[src/rtl/logicgates_sweep_ctrl.sv]
// ---------------------------------------------------------------------------
// logicgates_sweep_ctrl
//
// Built-in self-test sequencer for a LogicGates unit. A start pulse walks a
// 4-bit vector index through all 16 {sel, A, B} combinations. Each vector is
// held for SETTLE_CYCLES cycles, then Y is sampled for one cycle into a 16-bit
// truth table, where bit index = {sel, a, b}. A one-cycle done pulse marks
// completion.
//
// Optional feature macro: LGSWEEP_CHECK_EN
//   When defined, every sample is compared against the golden table
//   16'h6E83. A sticky mismatch flag and a saturating (0..16) error count are
//   added as ports.
//
// Parameters
//   SETTLE_CYCLES  cycles between driving a vector and sampling Y (1..15)
//
// Ports
//   clk          in   rising-edge clock
//   rst_n        in   synchronous active-low reset
//   start        in   sweep request, accepted only while idle
//   busy         out  high while settling/sampling
//   done         out  one-cycle completion pulse
//   gate_sel     out  LogicGates sel (00 NOT, 01 AND, 10 OR, 11 XOR)
//   gate_a       out  LogicGates A
//   gate_b       out  LogicGates B
//   gate_y       in   LogicGates Y
//   truth_table  out  captured results, bit index = {sel, a, b}
//   mismatch     out  sticky golden-compare failure   (LGSWEEP_CHECK_EN only)
//   err_count    out  number of mismatching samples   (LGSWEEP_CHECK_EN only)
// ---------------------------------------------------------------------------
module logicgates_sweep_ctrl #(
  parameter int unsigned SETTLE_CYCLES = 1
) (
  input  logic        clk,
  input  logic        rst_n,
  input  logic        start,
  output logic        busy,
  output logic        done,
  output logic [1:0]  gate_sel,
  output logic        gate_a,
  output logic        gate_b,
  input  logic        gate_y,
  output logic [15:0] truth_table
`ifdef LGSWEEP_CHECK_EN
  ,
  output logic        mismatch,
  output logic [4:0]  err_count
`endif
);

  typedef enum logic [1:0] {
    S_IDLE   = 2'd0,
    S_SETTLE = 2'd1,
    S_SAMPLE = 2'd2,
    S_DONE   = 2'd3
  } state_t;

  localparam logic [3:0] SETTLE_INIT = 4'(SETTLE_CYCLES);

`ifdef LGSWEEP_CHECK_EN
  localparam logic [15:0] GOLDEN = 16'h6E83;
`endif

  state_t      state_q, state_d;
  logic [3:0]  idx_q, idx_d;
  logic [3:0]  cnt_q, cnt_d;
  logic [15:0] table_q, table_d;
  logic        busy_q, busy_d;
  logic        done_q, done_d;
`ifdef LGSWEEP_CHECK_EN
  logic        mismatch_q, mismatch_d;
  logic [4:0]  err_q, err_d;
`endif

  // State register.
  always_ff @(posedge clk) begin
    if (!rst_n) begin
      state_q <= S_IDLE;
    end else begin
      state_q <= state_d;
    end
  end

  // Next-state logic. The settle counter is loaded with SETTLE_CYCLES and
  // SAMPLE is entered once it reads 1, so each vector lasts SETTLE_CYCLES
  // settle cycles plus one sample cycle.
  always_comb begin
    state_d = state_q;
    case (state_q)
      S_IDLE:   if (start) state_d = S_SETTLE;
      S_SETTLE: if (cnt_q <= 4'd1) state_d = S_SAMPLE;
      S_SAMPLE: state_d = (idx_q == 4'd15) ? S_DONE : S_SETTLE;
      S_DONE:   state_d = S_IDLE;
      default:  state_d = S_IDLE;
    endcase
  end

  // Output/datapath logic. busy and done are derived from the next state so
  // that they are registered yet line up with the state they describe.
  always_comb begin
    idx_d   = idx_q;
    cnt_d   = cnt_q;
    table_d = table_q;
    busy_d  = (state_d == S_SETTLE) || (state_d == S_SAMPLE);
    done_d  = (state_d == S_DONE);
`ifdef LGSWEEP_CHECK_EN
    mismatch_d = mismatch_q;
    err_d      = err_q;
`endif
    case (state_q)
      S_IDLE: begin
        if (start) begin
          idx_d   = 4'd0;
          cnt_d   = SETTLE_INIT;
          table_d = 16'h0000;
`ifdef LGSWEEP_CHECK_EN
          mismatch_d = 1'b0;
          err_d      = 5'd0;
`endif
        end
      end
      S_SETTLE: begin
        if (cnt_q > 4'd1) cnt_d = cnt_q - 4'd1;
      end
      S_SAMPLE: begin
        table_d[idx_q] = gate_y;
`ifdef LGSWEEP_CHECK_EN
        if (gate_y != GOLDEN[idx_q]) begin
          mismatch_d = 1'b1;
          if (err_q != 5'd16) err_d = err_q + 5'd1;
        end
`endif
        // The index stops at 15 so the last vector stays on the gate pins
        // until the next sweep starts.
        if (idx_q != 4'd15) begin
          idx_d = idx_q + 4'd1;
          cnt_d = SETTLE_INIT;
        end
      end
      default: ;
    endcase
  end

  // Datapath and output registers.
  always_ff @(posedge clk) begin
    if (!rst_n) begin
      idx_q   <= 4'd0;
      cnt_q   <= 4'd0;
      table_q <= 16'h0000;
      busy_q  <= 1'b0;
      done_q  <= 1'b0;
`ifdef LGSWEEP_CHECK_EN
      mismatch_q <= 1'b0;
      err_q      <= 5'd0;
`endif
    end else begin
      idx_q   <= idx_d;
      cnt_q   <= cnt_d;
      table_q <= table_d;
      busy_q  <= busy_d;
      done_q  <= done_d;
`ifdef LGSWEEP_CHECK_EN
      mismatch_q <= mismatch_d;
      err_q      <= err_d;
`endif
    end
  end

  assign busy        = busy_q;
  assign done        = done_q;
  assign gate_sel    = idx_q[3:2];
  assign gate_a      = idx_q[1];
  assign gate_b      = idx_q[0];
  assign truth_table = table_q;
`ifdef LGSWEEP_CHECK_EN
  assign mismatch    = mismatch_q;
  assign err_count   = err_q;
`endif

endmodule

[config.mk]
export PLATFORM = sky130hd
export DESIGN_NAME = logicgates_sweep_ctrl
export DESIGN_NICKNAME = d
export VERILOG_FILES = /design/src/rtl/logicgates_sweep_ctrl.sv
export SDC_FILE = /design/constraint.sdc
export NUM_CORES = 1
export LEC_CHECK = 0
export BUFFER_PORTS_ARGS = -buffer_cell sky130_fd_sc_hd__buf_4
export CORE_MARGIN = 4
export CORE_UTILIZATION = 45
export CTS_BUF_LIST = sky130_fd_sc_hd__clkbuf_4 sky130_fd_sc_hd__clkbuf_8 sky130_fd_sc_hd__clkbuf_16
export DETAILED_ROUTE_END_ITERATION = 10
export GPL_ROUTABILITY_DRIVEN = 0
export GPL_TIMING_DRIVEN = 0
export HOLD_SLACK_MARGIN = 0.03
export PLACE_DENSITY = 0.73
export SYNTH_ARGS = -nofsm -noshare
export SYNTH_HDL_FRONTEND = slang
export SYNTH_SLANG_ARGS = --single-unit
[constraint.sdc]
create_clock -name clk -period 2.65 [get_ports clk]
set_clock_uncertainty 0.15 [all_clocks]
set_input_delay 0.265 -clock clk [delete_from_list [all_inputs] [get_ports clk]]
set_output_delay 0.265 -clock clk [all_outputs]
set_load 0.03 [all_outputs]
; After elaboration in Yosys (flattened, before gate mapping)
; Cells that the tools add are included.
[classes]
addsub = 2
n_lt_le_gt_ge = 4
eq_ne = 11
n_mux = 16
n_reduce_logical = 8
[ops]
columns = op, n
row1 = 16-bit case mux with 2 select lines, 1
row2 = 4-bit two-way mux, 5
row3 = 16-bit bitwise mux, 1
row4 = 16-bit two-way mux, 1
row5 = 4-bit case mux with 3 select lines, 1
row6 = "2-bit equality test, second input constant", 4
row7 = 2-bit case mux with 4 select lines, 1
row8 = 4-bit case mux with 2 select lines, 1
row9 = 2-bit two-way mux, 3
row10 = "2-bit inequality test, second input constant", 3
row11 = "4-bit by 5-bit < comparator with 1-bit output, second input constant", 1
row12 = "4-bit by 1-bit adder with 4-bit output, second input constant", 1
row13 = 1-bit demux with 4-bit select, 1
row14 = "2-bit by 1-bit equality test with 1-bit output, second input constant", 2
row15 = "4-bit equality test, second input constant", 1
row16 = "4-bit by 1-bit greater-or-equal comparator with 1-bit output, second input constant", 1
row17 = "4-bit by 1-bit greater-than comparator with 1-bit output, second input constant", 1
row18 = "4-bit by 1-bit <= comparator with 1-bit output, second input constant", 1
row19 = "4-bit inequality test, second input constant", 1
row20 = 4-bit AND reduction, 1
row21 = "4-bit by 1-bit subtractor with 4-bit output, second input constant", 1
row22 = 3-bit AND reduction, 1
row23 = 3-bit nonzero test, 1
row24 = 2-bit logical NOT, 1
row25 = 5 further kinds, 5
[totals]
register_bits = 28
input_bits = 4
wordCells = 47

; Depth between registers and ports, before layout
; Gate-level depths: netlist (run 1).
[depth]
word_depth = 6
ltp_mapped = 7
mapped_depth_nobuf = 7

; Least setup slack after synthesis (run 1)
; No wires, ideal clock.
[synth_timing]
path_kind = register to register
start = register idx_q[0]
end = register busy_q, in the netlist busy
setup_ns = 0.115
arrival_ns = 1.591
required_time_ns = 2.385
path_slack_ns = 0.794
path_stages_with_launch = 6
path_buffers = 0
synth_period_minus_slack_ns = 1.856
path_cell_list = dfxtp_1 -> ha_1 -> nand2_1 -> a2bb2o_2 -> ha_1 -> and2_1
[synth_between]
elab_chain_len = 5
elab_cells_between_ends = 6
[synth_rtl]
columns = item, line_no
row1 = "start, declared", 66  ; logic [3:0] idx_q, idx_d;
row2 = "start signal, assigned", 158  ; idx_q <= idx_d;
row3 = 4-bit equality test *, 93  ; S_SAMPLE: state_d = (idx_q == 4'd15) ? S_DONE : S_SETTLE;
row4 = 2-bit two-way mux *, 93
row5 = 2-bit case mux with 4 select lines *, 90  ; case (state_q)
row6 = via state_d[1], 65  ; state_t state_q, state_d;
row7 = 2-bit by 1-bit equality test with 1-bit output or 2-bit equality test (tied branches), 105  ; busy_d = (state_d == S_SETTLE) || (state_d == S_SAMPLE);
row8 = 1-bit logical OR *, 105
row9 = via busy_d, 69  ; logic busy_q, busy_d;
row10 = "end signal, assigned", 161  ; busy_q <= busy_d;
row11 = "end, declared", 69
; The timed path passes the listed nets; every way through them passes the cells marked *.
; A chain may end at the register's enable or synchronous reset.

; Worst setup path after layout (run 1)
[layout_timing]
start = register cnt_q[0]
end = register busy_q, in the netlist busy
[layout_between]
elab_chain_len = 5
elab_cells_between_ends = 6
[layout_rtl]
columns = item, line_no
row1 = "start, declared", 67  ; logic [3:0] cnt_q, cnt_d;
row2 = "start signal, assigned", 159  ; cnt_q <= cnt_d;
row3 = 4-bit by 1-bit <= comparator with 1-bit output *, 92  ; S_SETTLE: if (cnt_q <= 4'd1) state_d = S_SAMPLE;
row4 = 2-bit two-way mux *, 92
row5 = 2-bit case mux with 4 select lines *, 90
row6 = 2-bit by 1-bit equality test with 1-bit output or 2-bit equality test (tied branches), 105
row7 = 1-bit logical OR *, 105
row8 = via busy_d, 69
; Marks and branches as above.

==> impl_results.md, run 1 <==
- Outcome: finished, final reports clean
- Crit. Startpoint: cnt_q[0]
- Total gr overflow: 0
- Total power: 753 uW
- Ports: 26
- RSZ-0062 raised after global routing: false
- End of the critical path: busy
- Worst ir drop on vdd: 0.200 mV
- H-tree Lvls: 1
- Ant. Diodes: 0
- CP Capture Type: flop
- Via Count: 1273
- Via density: 5.95
- Nets: 195
- Final worst-path cycle share: 72.8%
- Clock tree from TritonCTS: yes
- Post-synth cell types: 39
- Port bufs: 23
- YS warnings: 0
- Worst reg-to-reg path cell count: 7
- Sinks on Clock Net: 28
- Core Footprint: 2850 um2
- Antenna violations before repair: 0
- FF-to-FF Start: cnt_q[0]
- Design Area, Final: 1630 um2
- Wire per inst: 15.4 um
- Initial DRC Count: 72
- FF+latch count, synth: 28
- Util after Layout: 57.1%
- Total GRT Usage: 17.6%
- Largest net degree at the start of global routing: 16
- Inserted Clock Buffers: 3
- Final Hold Vio Count: 0
- Rel. slew slack: 66.4%
- Clk buf depth: 2
- Placed Area: 1590 um2
- DR pass1 iterations: 4
- DRT antenna net count: 0
- Hold_buf cts: 0
- Worst Path Max Fanout: 6
- Cts repair resizes: 0
- Setup WS pre-CTS: 0.739 ns
- Syn avg cell area: 8.85 um2
- First-pass GRT wire length: 5730 um
- DP HPWL: 2540 um
- Synth-to-Final Area Change: 17.9%
- Worst Path Required: 2.75 ns
- Leak: 0.610 nW
- Fmax: 518 MHz
- Max-cap viol count: 0
- Worst-skew pair later-pin latency: 0.33 ns
- Slew Limit Fails: 0
- Share of post-route cells with drive strength above 1: 24.0%
- Vias in the first global route: 1261
- Post-route DRC: 0
- Crit path DAT: 2.03 ns
- Reg clk slew, reported paths: 0.15 ns
- Kind of critical path: reg2reg
- CTS root buffer: clkbuf_4
- Register area share after synthesis: 40.6%
- Critical path startpoint category: flop
- Synthesized area: 1380 um2
- Setup TNS: 0 ns
- Total wire length: 3300 um
- Starting Density: 48.4%
- Power Density: 462 nW/um2
- R2R setup slack: 0.72 ns
- Post-synthesis cell count: 156
- Final Setup Violations: 0
- Fin crit period: 1.93 ns
- Worst Max-Slew Pin Slew: 0.505 ns
- Chip height: 63.4 um
- Min-Delay Path Class: in2reg
- Syn nets: 167
- Hold path cells: 3
- Crit path setup slack, layout: 0.720 ns
- FP Rows: 19
- FF-to-FF End: busy
- Die W: 63.4 um
- Die area: 4020 um2
- Post-CTS setup buffers: 0
-- sequential cells by signal (all words and copies together), names as in the netlist --
signal / cells
busy: 1
done: 1
state_q: 2
idx_q: 4
truth_table: 16
cnt_q: 4
-- worst max-delay path, stage by stage (launching register included) --
cell and delay, ns:
dfxtp_1 0.36, inv_1 0.10, ha_1 0.22, nor2_1 0.09, o31ai_2 0.38, nand2_1 0.12, ha_1 0.28, and2_1 0.15
-- cells in the final DEF (no fill, tap or decap), types with 2 or more instances in the layout --
cell type  Yosys  final
nand3_1       15     15
clkbuf_1       4      4
clkbuf_4       0      3
inv_1          5      5
o311ai_0       2      2
nand2_1       13     13
dfxtp_1       28     28
and2_2         3      3
nor2_1         6      6
xnor2_1        2      2
nand2_2        2      2
nand2b_1       2      2
a21oi_1       19     19
nor3_1         4      4
ha_1           7      7
buf_4          3     26
o211ai_1      12     12
and2_1         4      4
nand4_1        4      4
-- through the flow --
| stage | std cells | hold WS, ns |
|---|---|---|
| 2_1_floorplan | 156 | 0.303 |
| 3_3_place_gp | 210 | 0.322 |
| 3_5_place_dp | 210 | 0.330 |
| 4_1_cts | 214 | 0.113 |
| 5_1_grt | 214 | 0.127 |
| 6_report | 214 | 0.120 |
-- worst min path at each step --
stage	start	endpoint	slack, ns
after floorplan	cnt_q[1]	cnt_q[1]	0.30
after global placement	cnt_q[1]	cnt_q[1]	0.32
after detailed placement	cnt_q[1]	cnt_q[1]	0.33
after CTS	gate_y	truth_table[14]	0.11
after global routing	gate_y	truth_table[13]	0.13
final	gate_y	truth_table[14]	0.12
-- final cells by class --
class                      count  area (um2)
tap                           31        38.8
sequential                    28         561
inverter                       5        18.8
buffer                         9        53.8
fill                         250        1220
clock buffer                   4        36.3
multi-input combinational    114         748
timing repair buffer          23         173
-- layer usage --
layer / wire length [um] / global-route usage (%)
met4: 39 / 5.93
met2: 1690 / 30.2
met1: 1400 / 22.3
met3: 172 / 2.66
met5: 0 / 0
-- report_power, final --
group	internal, mW	leakage [nW]	switching [mW]
Clock	0.0843	0.0210	0.128
Sequential	0.431	0.227	0.00868
Combinational	0.0373	0.363	0.0639
Total	0.552	0.610	0.200
-- cells in the mapped netlist --
cell type	count	area share (%)
a2bb2o_2	1	0.82
buf_2	1	0.36
nand4_1	4	1.8
and2_1	4	1.8
o21bai_1	1	0.54
and2_2	3	1.6
o211ai_1	12	6.5
a32oi_1	1	0.63
nand2_1	13	3.5
o311ai_1	1	0.63
and4_1	1	0.63
inv_1	5	1.4
o31ai_2	1	0.91
or2_4	1	0.63
nand4b_1	1	0.63
clkbuf_1	4	1.1
o21ai_0	1	0.36
a31oi_1	1	0.45
buf_6	1	0.82
dfxtp_1	28	41
nand2_2	2	0.91
buf_4	3	1.6
ha_1	7	6.3
nor3_1	4	1.4
o311ai_0	2	1.3
nor2b_4	1	1.0
and2b_1	1	0.54
nand3_1	15	5.4
mux2i_1	1	0.72
nand2b_1	2	0.91
o22ai_1	1	0.45
nor2_1	6	1.6
xnor2_1	2	1.3
o32ai_1	1	0.63
a21oi_1	19	6.9
and2b_2	1	0.63
o311ai_2	1	1.2
nor2b_1	1	0.45
nor3b_2	1	0.91
-- cells by family after synthesis --
| family | count (synthesis) | share of synthesized area, % |
|---|---|---|
| AOI/OAI and AO/OA | 43 | 21.3 |
| xor gates and xnor gates | 2 | 1.27 |
| adders and majority gates | 7 | 6.34 |
| buffers and inverters | 14 | 5.25 |
| DFF | 28 | 40.6 |
| muxes | 1 | 0.725 |
| and+or+nand+nor | 61 | 24.5 |
Power figures use the tool's default switching activity.
==> run 2, diff against run 1 <==
PLACE_DENSITY = 0.75   (was 0.73)
clock period = 1.6 ns   (was 2.65 ns; I/O delays follow)
==> run 2 against run 1 <==
Against the previous run: the flow now finishes with violations (setup timing); critical path depth did not move; first-iteration DRC count rose by 43%; sequential power rose by 66%; via count rose by 6.7%; non-clock buffer count rose by 9; flip-flop and latch count did not move; routed wire length rose by 11%; clock power rose by 46%; clock-buffer cell count fell by 1; sequential share of layout area fell by 2.5 points; utilization rose by 6.1 points; hold slack got worse by 0.027 ns; largest cell class unchanged.
==> impl_results.md, run 2 (same netlist as run 1, synthesis figures left out) <==
- Min-Delay Path Class: in2reg
- Placed Area: 1660 um2 (+4.2%)
- Rel. slew slack: 66.5% (+0.19 points)
- Most frequent cells in the layout: buf_4 (33), dfxtp_1 (23), a21oi_1 (19), nand3_1 (15), o211ai_1 (12)
- Clock tree from TritonCTS: yes
- DRT antenna net count: 0 (unchanged)
- Clk buf depth: 2 (unchanged)
- Total wire length: 3680 um (+11%)
- Outcome: finished with violations
- H-tree Lvls: 1 (unchanged)
- Sinks on Clock Net: 28 (unchanged)
- Worst hold slack: 0.0924 ns (-0.0273 ns)
- CP delay by family, top: flip-flops
- FILL cells: 241 (-3.6%)
- Design Area, Final: 1800 um2 (+11%)
- Final Setup Violations: 1 (+1)
- Buf+Inv Stages, Crit Path: 1 (unchanged)
- Core Footprint: 2850 um2 (unchanged)
- Worst Max-Slew Pin Slew: 0.502 ns (-0.00281 ns)
- Die area: 4020 um2 (unchanged)
- Post-route DRC: 0 (unchanged)
- FP Rows: 19 (unchanged)
- Final Non-Filler Cells: 223 (+4.2%)
- Commonest non-fill, non-tap cell in the layout: buf_4
- CP max stage cell: dfxtp_2
- Fin crit period: 1.61 ns (-0.324 ns)
- Wire per inst: 16.5 um (+6.8%)
- Die W: 63.4 um (unchanged)
- Leak: 0.658 nW (+7.8%)
- Critical path startpoint category: flop
- Fmax: 623 MHz (+20%)
- Worst ir drop on vdd: 0.323 mV (+61%)
- Failing checks: setup timing
- Share of post-route cells with drive strength above 1: 35.4% (+11 points)
- Inst Count DP: 210 (unchanged)
- Via density: 6.09 (+2.4%)
- Crit path setup slack, layout: -0.00641 ns (-0.726 ns)
- RSZ-0062 raised after global routing: true
- Max reg flops: 16 (unchanged)
- Slew Limit Fails: 0 (unchanged)
- Worst-skew pair later-pin latency: 0.34 ns (about the same)
- Max stage delay on crit path: 0.39 ns (about the same)
- Ant. Diodes: 0 (unchanged)
- Initial DRC Count: 103 (+43%)
- Crit path DAT: 1.71 ns (-0.32 ns)
- Reg clk slew, reported paths: 0.15 ns (about the same)
- Final Hold Vio Count: 0 (unchanged)
- Worst Path Required: 1.71 ns (-1.04 ns)
- CTS root buffer: clkbuf_4
- Nets: 204 (+4.6%)
- Port bufs: 23 (unchanged)
- DP HPWL: 2600 um (+2.5%)
- Max-cap viol count: 0 (unchanged)
- Vias in the first global route: 1353 (+7.3%)
- CP Capture Type: flop
- Starting Density: 48.4% (unchanged)
- Antenna violations before repair: 0 (unchanged)
- Cell repeated most along the worst path: ha_4
- DR pass1 iterations: 4 (unchanged)
- Via Count: 1358 (+6.7%)
- Total gr overflow: 0 (unchanged)
- Largest net degree at the start of global routing: 16 (unchanged)
- Critical Path, Cell by Cell: inv_4, ha_4, nor2_4, nor3_2, a2bb2o_4, ha_4, and2_1
- Final worst-path cycle share: 100% (+28 points)
- Synth-to-Final Area Change: 30.4%
- Chip height: 63.4 um (unchanged)
- Power Density: 703 nW/um2 (+52%)
- Setup TNS: -0.00641 ns (-0.00641 ns)
- Kind of critical path: reg2reg
- Ports: 26 (unchanged)
- First-pass GRT wire length: 6470 um (+13%)
- Worst Path Max Fanout: 2 (-4)
- Total GRT Usage: 19.7% (+2.1 points)
- Inserted Clock Buffers: 3 (unchanged)
- Total power: 1.27 mW (+68%)
run 2: cell types whose count changed in the layout (fill, tap and decap cells not counted), moves of 3 or more:
cell,delta
buf_4,+7
dfxtp_1,-5
dfxtp_4,+3
ha_1,-4
ha_4,+4
run 2: where the power goes:
| group | leakage, nW | switching, mW | internal (mW) |
|---|---|---|---|
| clock network | 0.0154 | 0.218 | 0.0920 |
| logic | 0.413 | 0.131 | 0.0956 |
| registers | 0.230 | 0.0179 | 0.712 |
run 2: timing repair:
item | CTS | global route
setup buffers | 4 | 3
gates resized for setup | 6 | 7
endpoints found under the hold margin | 6 | 0
endpoints found under the setup margin | 2 | 9
hold buffers | 2 | 0
pin swaps | 5 | 3
gates cloned | 0 | 0
run 2: per-layer routing:
metal  global-route usage, %  wire [um]  share of wire, %
met1                    26.9       1650                45
met2                    31.8       1770                48
met3                    3.20        218               5.9
met4                    5.93         40               1.1
met5                       0          0                 0
run 2: worst register-to-register path, cell delays in order, from the launching register on:
cell and delay (ns):
dfxtp_2 0.39, inv_4 0.05, ha_4 0.16, nor2_4 0.14, nor3_2 0.06, a2bb2o_4 0.22, ha_4 0.20, and2_1 0.15
run 2: through the flow:
step,utilization [%],setup slack [ns]
3_3_place_gp,58.2,-0.0943
4_1_cts,62.0,-0.0200
3_5_place_dp,58.2,-0.115
2_1_floorplan,-,-0.0239
5_1_grt,63.2,-0.0548
6_report,63.2,-0.00641
run 2: worst paths after layout:
kind	start	depth (start not counted)	slack, ns	to
worst max-delay path	cnt_q[1]	7	-0.006	busy
worst min-delay path	start	3	0.09	state_q[0]
worst max register to register	cnt_q[1]	7	-0.006	busy
worst min register to register	truth_table[1]	2	0.35	truth_table[1]
run 2: cell type report:
| type | count | area, um2 | share of cell area, % |
|---|---|---|---|
| inverters | 5 | 23.8 | 1.32 |
| flip-flops and latches | 28 | 574 | 31.9 |
| clock inverters | 1 | 3.75 | 0.208 |
| repair buffers | 32 | 245 | 13.6 |
| multi-input cells | 114 | 840 | 46.6 |
| clock buffers | 3 | 22.5 | 1.25 |
| well taps | 31 | 38.8 | 2.15 |
| plain buffers | 9 | 53.8 | 2.99 |
==> run 3, diff against run 2 <==
BUFFER_PORTS_ARGS = unset   (was -buffer_cell sky130_fd_sc_hd__buf_4)
DONT_BUFFER_PORTS = 1   (was unset)
PLACE_DENSITY = 0.68   (was 0.75)
==> run 3 against run 2 <==
Against the previous run: the flow still finishes with violations (setup timing); clock-buffer cell count increased by 1; critical path depth unchanged; maximum frequency decreased by 0.61%; global-route usage decreased by 1.5 points; largest cell class unchanged.
==> impl_results.md, run 3 (same netlist as run 1, synthesis figures left out) <==
- Total gr overflow: 0 (unchanged)
- Commonest non-fill, non-tap cell in the layout: dfxtp_1
- Kind of critical path: reg2reg
- Leak: 0.530 nW (-20%)
- Starting Density: 48.4% (unchanged)
- Placed Area: 1490 um2 (-10%)
- Die W: 63.4 um (unchanged)
- Chip height: 63.4 um (unchanged)
- Net Switching: 353 uW (-3.7%)
- Final Hold Vio Count: 0 (unchanged)
- Critical path startpoint category: flop
- Fin crit period: 1.62 ns (+0.00981 ns)
- Outcome: finished with violations
- Register area: 579 um2 (+0.87%)
- FILL cells: 259 (+7.5%)
- Worst ir drop on vdd: 0.360 mV (+12%)
- Crit path DAT: 1.71 ns (about the same)
- Min-Delay Path Class: reg2reg
- Via Count: 1260 (-7.2%)
- Internal: 931 uW (+3.4%)
- Worst Path Max Fanout: 3 (+1)
- CP Capture Type: flop
- Failing checks: setup timing
- Final Setup Violations: 1 (unchanged)
- Most frequent cells in the layout: dfxtp_1 (21), a21oi_1 (19), nand3_1 (15), o211ai_1 (12), nand2_1 (11)
- Inst Count DP: 187 (-11%)
- Die area: 4020 um2 (unchanged)
- DR pass1 iterations: 4 (unchanged)
- Ant. Diodes: 0 (unchanged)
- Synth-to-Final Area Change: 18.3%
- Sinks on Clock Net: 28 (unchanged)
- H-tree Lvls: 1 (unchanged)
- RSZ-0062 raised after global routing: true
- Fmax: 619 MHz (-0.61%)
- Inserted Clock Buffers: 3 (unchanged)
- Initial DRC Count: 68 (-34%)
- Vias in the first global route: 1227 (-9.3%)
- Via density: 6.36 (+4.5%)
- Post-route DRC: 0 (unchanged)
- Port bufs: 0 (-100%)
- Crit path setup slack, layout: -0.0162 ns (-0.00981 ns)
- Worst-skew pair later-pin latency: 0.33 ns (about the same)
- Rel. slew slack: 66.2% (-0.37 points)
- Design Area, Final: 1630 um2 (-9.3%)
- Slew Limit Fails: 0 (unchanged)
- Reg clk slew, reported paths: 0.15 ns (about the same)
- Sw Ratio: 27.5% (-1.4 points)
- Worst Max-Slew Pin Slew: 0.506 ns (+0.00454 ns)
- CTS root buffer: clkbuf_4
- Max-cap viol count: 0 (unchanged)
- Largest net degree at the start of global routing: 16 (unchanged)
- Comb power frac: 15.1% (-2.8 points)
- Share of post-route cells with drive strength above 1: 26.9% (-8.5 points)
- Worst Path Required: 1.69 ns (-0.02 ns)
- Core Footprint: 2850 um2 (unchanged)
- Total wire length: 3530 um (-3.9%)
- Total GRT Usage: 18.2% (-1.5 points)
- Clk pwr share: 27.0% (+2.6 points)
- Max reg flops: 16 (unchanged)
- Worst reg-to-reg path cell count: 7 (unchanged)
- Power Density: 786 nW/um2 (+12%)
- Hold path cells: 2 (-1)
- FP Rows: 19 (unchanged)
- Clock tree from TritonCTS: yes
- DRT antenna net count: 0 (unchanged)
- Nets: 179 (-12%)
- Wire per inst: 17.8 um (+8.2%)
- Final Non-Filler Cells: 198 (-11%)
- First-pass GRT wire length: 5820 um (-9.9%)
- Seq pwr share: 57.9% (+0.2 points)
- Ports: 26 (unchanged)
- Area of the multi-input gates: 845 um2 (+0.60%)
- Antenna violations before repair: 0 (unchanged)
- Clk buf depth: 2 (unchanged)
- DP HPWL: 2510 um (-3.5%)
- Final worst-path cycle share: 101% (+0.61 points)
[run 3: cell types whose count changed in the layout (fill, tap and decap cells not counted), sizes merged]
cell / delta
buf: -26
clkbuf: +1
clkinv: -1
dlygate4sd3: +1
[run 3: power by group through the flow]
stage,clock (mW),sequential [mW],combinational [mW]
after floorplan,0,0.755,0.131
after global placement,0,0.758,0.157
after detailed placement,0,0.759,0.166
after CTS,0.355,0.745,0.191
after global routing,0.384,0.746,0.213
final,0.346,0.744,0.194
[run 3: critical path, cell delays in order, from the launching register on]
cell and delay, ns:
dfxtp_2 0.38, inv_2 0.06, ha_4 0.16, nor2_4 0.14, nor3_2 0.06, a2bb2o_4 0.23, ha_4 0.20, and2_1 0.14
[run 3: what timing repair did]
action,4_1_cts,5_1_grt
pin swaps,5,2
buffers inserted,2,2
hold buffers,3,0
gates resized for setup,9,5
endpoints found under the hold margin,7,0
endpoints found under the setup margin,9,8
[run 3: metal layers]
layer	vias to the layer above	GRT usage, %	routed length (um)
li1	590	-	-
met1	611	24.0	1640
met2	52	29.1	1620
met3	7	3.55	204
met4	0	7.28	56
met5	-	0	0
[run 3: cell type report]
cell class                 count  area share (%)
multi-input combinational    114            51.7
clock buffer                   4            2.22
timing repair buffer           7            3.68
inverter                       5            1.30
buffer                         9            3.29
tap                           31            2.37
sequential                    28            35.5
[run 3: path summary, 6_finish.rpt]
path,slack (ns),startpoint,to
worst max-delay path,-0.02,cnt_q[1],busy
worst min-delay path,0.35,cnt_q[1],cnt_q[1]
worst max register to register,-0.02,cnt_q[1],busy
worst min register to register,0.35,cnt_q[1],cnt_q[1]
[run 3: stage by stage]
stage          util (%)  total power, mW  TNS, ns  setup slack (ns)  hold WS (ns)
4_1_cts            56.3             1.29  -0.0303           -0.0303         0.347
6_report           57.3             1.28  -0.0162           -0.0162         0.347
5_1_grt            57.3             1.34   -0.113           -0.0512         0.383
3_3_place_gp       52.1            0.915   -0.222            -0.141         0.315
3_5_place_dp       52.1            0.925   -0.335            -0.157         0.328
2_1_floorplan         -            0.886  -0.0239           -0.0239         0.275
